===== src/rtl/reg_dump_pkg.sv =====
// ============================================================================
// Module : reg_dump_pkg
// Brief  : Shared types and defaults for the register-file dump reader.
// Rev    : 1.0
// ============================================================================
`default_nettype none

package reg_dump_pkg;

   localparam int NUM_REGS_DEF = 32;
   localparam int ADDR_W_DEF   = 5;
   localparam int DATA_W_DEF   = 32;

   typedef enum logic [1:0] {
      ST_IDLE   = 2'd0,
      ST_STREAM = 2'd1,
      ST_DRAIN  = 2'd2,
      ST_DONE   = 2'd3
   } state_t;

   localparam state_t RESET_STATE = ST_IDLE;

endpackage

`default_nettype wire


===== src/rtl/reg_dump_if.sv =====
// ============================================================================
// Module : reg_dump_if
// Brief  : Control, register-file read port and dump stream of the reader.
// Rev    : 1.0
// ============================================================================
`default_nettype none

interface reg_dump_if
   import reg_dump_pkg::*;
#(
   parameter int ADDR_W = ADDR_W_DEF,
   parameter int DATA_W = DATA_W_DEF
);

   logic              Start;
   logic [ADDR_W-1:0] Start_index;
   logic [ADDR_W-1:0] End_index;
   logic [ADDR_W-1:0] Read_register;
   logic [DATA_W-1:0] Read_data;
   logic              Dump_valid;
   logic              Dump_ready;
   logic [ADDR_W-1:0] Dump_index;
   logic [DATA_W-1:0] Dump_data;
   logic              Busy;
   logic              Done;

   modport slave (
      input  Start, Start_index, End_index, Read_data, Dump_ready,
      output Read_register, Dump_valid, Dump_index, Dump_data, Busy, Done
   );

   modport master (
      output Start, Start_index, End_index, Read_data, Dump_ready,
      input  Read_register, Dump_valid, Dump_index, Dump_data, Busy, Done
   );

endinterface

`default_nettype wire


===== src/rtl/reg_dump_reader.sv =====
// ============================================================================
// Module : reg_dump_reader
// Brief  : Walks an inclusive, wrapping register index range and streams
//          each (index, value) pair on a valid/ready interface.
// Rev    : 1.0
// ============================================================================
`default_nettype none

module reg_dump_reader
   import reg_dump_pkg::*;
#(
   parameter int NUM_REGS = NUM_REGS_DEF,
   parameter int ADDR_W   = ADDR_W_DEF,
   parameter int DATA_W   = DATA_W_DEF
)(
   input  logic       CLK,
   input  logic       RESET,
   reg_dump_if.slave  bus
);

   state_t            r_state;
   logic [ADDR_W-1:0] r_ptr;
   logic [ADDR_W-1:0] r_end;
   logic              r_dump_valid;
   logic [ADDR_W-1:0] r_dump_index;
   logic [DATA_W-1:0] r_dump_data;

   logic              w_load;
   logic [ADDR_W-1:0] w_ptr_next;
   logic [ADDR_W-1:0] w_read_register;

   // The output register may be refilled when empty or being drained this cycle.
   assign w_load     = !r_dump_valid || bus.Dump_ready;
   assign w_ptr_next = (r_ptr == ADDR_W'(NUM_REGS - 1)) ? '0 : r_ptr + ADDR_W'(1);

   always_comb begin
      w_read_register = '0;
      case (r_state)
         ST_STREAM: w_read_register = r_ptr;
         ST_DRAIN:  w_read_register = r_end;
         default:   w_read_register = '0;
      endcase
   end

   assign bus.Read_register = w_read_register;
   assign bus.Dump_valid    = r_dump_valid;
   assign bus.Dump_index    = r_dump_index;
   assign bus.Dump_data     = r_dump_data;
   assign bus.Busy          = (r_state == ST_STREAM) || (r_state == ST_DRAIN);
   assign bus.Done          = (r_state == ST_DONE);

   always_ff @(posedge CLK) begin
      if (RESET) begin
         r_state      <= RESET_STATE;
         r_ptr        <= '0;
         r_end        <= '0;
         r_dump_valid <= 1'b0;
         r_dump_index <= '0;
         r_dump_data  <= '0;
      end else begin
         case (r_state)
            ST_IDLE: begin
               if (bus.Start) begin
                  r_ptr   <= bus.Start_index;
                  r_end   <= bus.End_index;
                  r_state <= ST_STREAM;
               end
            end
            ST_STREAM: begin
               if (w_load) begin
                  r_dump_data  <= bus.Read_data;
                  r_dump_index <= r_ptr;
                  r_dump_valid <= 1'b1;
                  if (r_ptr == r_end) begin
                     r_state <= ST_DRAIN;
                  end else begin
                     r_ptr <= w_ptr_next;
                  end
               end
            end
            ST_DRAIN: begin
               if (bus.Dump_ready) begin
                  r_dump_valid <= 1'b0;
                  r_state      <= ST_DONE;
               end
            end
            ST_DONE: begin
               r_state <= ST_IDLE;
            end
            default: begin
               r_state <= RESET_STATE;
            end
         endcase
      end
   end

endmodule

`default_nettype wire


===== src/flat_wrapper.sv =====
// flat-port wrapper written by rule: the top's interface ports become plain ports
module reg_dump_reader_flat import reg_dump_pkg::*;
#(
   parameter int NUM_REGS = NUM_REGS_DEF,
   parameter int ADDR_W   = ADDR_W_DEF,
   parameter int DATA_W   = DATA_W_DEF
)
  (CLK, RESET, bus_Start, bus_Start_index, bus_End_index, bus_Read_data, bus_Dump_ready, bus_Read_register, bus_Dump_valid, bus_Dump_index, bus_Dump_data, bus_Busy, bus_Done);
  reg_dump_if #(.ADDR_W(ADDR_W), .DATA_W(DATA_W)) bus_i ();
  input  logic CLK;
  input  logic RESET;
  input wire logic [$bits(bus_i.Start)-1:0] bus_Start;
  input wire logic [$bits(bus_i.Start_index)-1:0] bus_Start_index;
  input wire logic [$bits(bus_i.End_index)-1:0] bus_End_index;
  input wire logic [$bits(bus_i.Read_data)-1:0] bus_Read_data;
  input wire logic [$bits(bus_i.Dump_ready)-1:0] bus_Dump_ready;
  output wire logic [$bits(bus_i.Read_register)-1:0] bus_Read_register;
  output wire logic [$bits(bus_i.Dump_valid)-1:0] bus_Dump_valid;
  output wire logic [$bits(bus_i.Dump_index)-1:0] bus_Dump_index;
  output wire logic [$bits(bus_i.Dump_data)-1:0] bus_Dump_data;
  output wire logic [$bits(bus_i.Busy)-1:0] bus_Busy;
  output wire logic [$bits(bus_i.Done)-1:0] bus_Done;
  assign bus_i.Start = bus_Start;
  assign bus_i.Start_index = bus_Start_index;
  assign bus_i.End_index = bus_End_index;
  assign bus_i.Read_data = bus_Read_data;
  assign bus_i.Dump_ready = bus_Dump_ready;
  assign bus_Read_register = bus_i.Read_register;
  assign bus_Dump_valid = bus_i.Dump_valid;
  assign bus_Dump_index = bus_i.Dump_index;
  assign bus_Dump_data = bus_i.Dump_data;
  assign bus_Busy = bus_i.Busy;
  assign bus_Done = bus_i.Done;
  reg_dump_reader #(.NUM_REGS(NUM_REGS), .ADDR_W(ADDR_W), .DATA_W(DATA_W)) u_core (.CLK(CLK), .RESET(RESET), .bus(bus_i));
endmodule

===== config.mk =====
export PLATFORM = sky130hd
export DESIGN_NAME = reg_dump_reader_flat
export DESIGN_NICKNAME = d
export VERILOG_FILES = /design/src/rtl/reg_dump_pkg.sv /design/src/rtl/reg_dump_if.sv /design/src/rtl/reg_dump_reader.sv /design/src/flat_wrapper.sv
export SDC_FILE = /design/constraint.sdc
export NUM_CORES = 1
export LEC_CHECK = 0
export ABC_AREA = 1
export CORE_UTILIZATION = 61
export CTS_CLUSTER_DIAMETER = 150
export CTS_CLUSTER_SIZE = 28
export DETAILED_ROUTE_END_ITERATION = 10
export DONT_BUFFER_PORTS = 1
export MAX_ROUTING_LAYER = met4
export PLACE_DENSITY = 0.76
export SYNTH_ARGS = -nofsm -noshare
export SYNTH_HDL_FRONTEND = slang
export SYNTH_SLANG_ARGS = --single-unit
export TNS_END_PERCENT = 20

===== constraint.sdc =====
create_clock -name CLK -period 2 [get_ports CLK]
set_input_delay 0.2 -clock CLK [delete_from_list [all_inputs] [get_ports CLK]]
set_output_delay 0.2 -clock CLK [all_outputs]
set_load 0.05 [all_outputs]

==> qor.csv <==
metric,value,unit
drt_pass1_iterations,4,
grt_max_degree,35,
syn_avg_cell_area,7.25,um2
cp_data_arrival_time,1.65,ns
synth.top_cell.area_share,46.8,%
final_cell_area,2550,um2
drt-wirelength-per-cell,13.1,um
period_share,92.6,%
nFillCells,276,
fin_skew,0.0143,ns
worst_hold_slack,0.00444,ns
numPortBuffers,0,
die_w,61.2,um
synth-edff-count,0,
cp_slowest_cell,dfxtp_1,
final_nets,379,
fin_cells,373,
num_rows,21,
cpMostUsedCell,inv_1,
grt_usage,27.3,%
cts_setup_buffers,0,
htree_num_levels,2,
area_growth,19.5,%
core-area,3340,um2
finalSetupViolCount,0,
required,1.80,ns
r2r_cells,8,
fin_crit,1.85,ns
dp.cells,338,
max_cap_violations,0,
antenna_found_initial,0,
cpPeakStageDelay,0.41,ns
yosys-top-cells-area,"dfxtp_1, nor2_1, o21ai_0",
netlist_area,2140,um2
hold_viol,0,
netlist_top_cells_count,"nor2_1, dfxtp_1, nand2_1",
r2r_setup_slack,0.36,ns
peakVddDrop,1.15,mV
r2r-end,u_core.r_state[0]$_SDFFE_PP0P_,
synth_area_leader_cell,dfxtp_1,
drt_iter0_drc,129,
ys_types,24,
postSynthCellCount,295,
dpl_cell_area,2210,um2
worstPathCellList,inv_1 -> ha_1 -> inv_1 -> a21oi_1 -> buf_4,
worst_slew_pin_slew,0.532,ns
drive_gt1_share,9.48,%
crit_fanout,5,
leakage,1.10,nW
vias,1937,
ant_nets,0,
grt_pass1_vias,1624,
synth_most_common_cell,nor2_1,
dpl.hpwl,3180,um
endpoint_kind,output pin,
outcome,finished clean,
gp_congestion,0.882,
synth_nets,348,
grt_pass1_wl,7180,um
setup_ws,0.149,ns
crit_type,reg -> out,
start_util,64.1,%
clk_pin_slew,0.14,ns
root_buffer,clkbuf_4,
slew_headroom,64.5,%
synth_seq_cells,50,
io_pins,91,
yosys_warnings,0,
report.final.slew_viol_count,0,
fmax,540,MHz
synthFlopType,dfxtp_1,
clock_path_buffers,2,
hold_class,in -> reg,
overflow,0,
num_antenna_cells,0,
drc,0,
drt-total-wl,4870,um
clk_latency,0.37,ns
endpoint,bus_Read_register[3],
die_height,61.2,um
die_area,3750,um2
r2r-start,u_core.r_state[1]$_SDFFE_PP0P_,
start_kind,flop,
pre_cts_ws,0.258,ns
rsz0062_at_grt,no,
vias_per_cell,5.19,
cts_num_sinks,50,
synth_seq_area_share,46.8,%
cts_tree,done,
crit_start,u_core.r_state[1]$_SDFFE_PP0P_,
cts_buffers,5,
p_per_area,1920,nW/um2
async_flop_share,0,%
-- cells by family after synthesis --
kind of cell / share of synthesized area, %
adders and majority gates: 4.10
buffers and inverters: 6.79
and+or+nand+nor: 27.0
DFF: 46.8
xor gates and xnor gates: 0.410
AOI/OAI and AO/OA: 14.9
-- where the power goes --
group	leakage, nW	switching (mW)	internal [mW]
Combinational	0.648	1.13	0.611
Clock	0.0384	0.320	0.176
Sequential	0.413	1.30	1.38
-- placed cells by master, fill, tap and decap left out --
cell type      count
o21ai_0           39
clkbuf_8           1
xnor2_1            1
nand3_1            3
a21o_1             1
nor2_1            90
ha_2               2
dfxtp_2            1
dlygate4sd3_1     27
inv_2              4
ha_1               5
a211oi_1           5
nand3_2            1
buf_12             1
clkinv_4           2
o31ai_1            1
inv_1             15
buf_4              9
nand2_1           43
nand2_2            4
dfxtp_1           49
clkbuf_4           5
nand4_1            2
a21oi_1           11
a22o_1             1
nor2_2             1
o22ai_1            1
nor3_1             2
-- stage by stage --
| stage | power (mW) | TNS [ns] | utilization, % |
|---|---|---|---|
| global route | 5.27 | 0 | 76.6 |
| global placement | 4.32 | 0 | 66.2 |
| finish | 4.91 | 0 | 76.6 |
| CTS | 4.90 | 0 | 75.8 |
| detailed placement | 4.37 | 0 | 66.2 |
| floorplan | 4.00 | -0.851 | - |
-- worst min path at each step --
stage / from / end / slack (ns) / cells past startpoint
after CTS: bus_End_index[0] / u_core.r_end[0]$_SDFFE_PP0P_ / 0.002 / 2
after floorplan: RESET / u_core.r_state[1]$_SDFFE_PP0P_ / 0.27 / 1
after detailed placement: RESET / u_core.r_state[1]$_SDFFE_PP0P_ / 0.28 / 1
after global routing: bus_End_index[0] / u_core.r_end[0]$_SDFFE_PP0P_ / 0.0000005 / 2
final: bus_End_index[0] / u_core.r_end[0]$_SDFFE_PP0P_ / 0.004 / 2
after global placement: RESET / u_core.bus.Dump_index[3]$_SDFFE_PP0P_ / 0.28 / 1
-- registers in the layout, summed over array words and instances, names as in the netlist --
register               flops
u_core.bus.Dump_data      32
u_core.bus.Dump_index      5
u_core.r_end               5
u_core.r_ptr               5
u_core.r_state             2
u_core.bus.Dump_valid      1
-- area by class of cell --
class | instances | area (um2) | area share, %
sequential | 50 | 1000 | 39.2
clock inverter | 2 | 17.5 | 0.686
inverter | 19 | 71.3 | 2.79
tap | 46 | 57.6 | 2.25
clock buffer | 6 | 51.3 | 2.01
multi-input combinational | 213 | 997 | 39.0
timing repair buffer | 37 | 358 | 14.0
-- per-layer routing --
metal	vias to the layer above	share of wire, %	track usage [%]
li1	998	-	-
met2	60	48	45.0
met1	872	43	31.2
met4	0	1.1	10.4
met5	-	0	-
met3	7	7.1	8.19
-- what timing repair did --
action                     4_1_cts  5_1_grt
setup endpoints to repair        0        5
hold buffers                    25        2
gates resized for setup          0        3
hold endpoints to repair        30        2
-- critical path: cells and delay by family (launching register included) --
kind,cells,cell delay (ns)
buf+inv,3,0.42
flops,1,0.41
fa+ha+maj,1,0.31
compound gates,1,0.16
No activity file was read; power rests on OpenSTA's default activity.
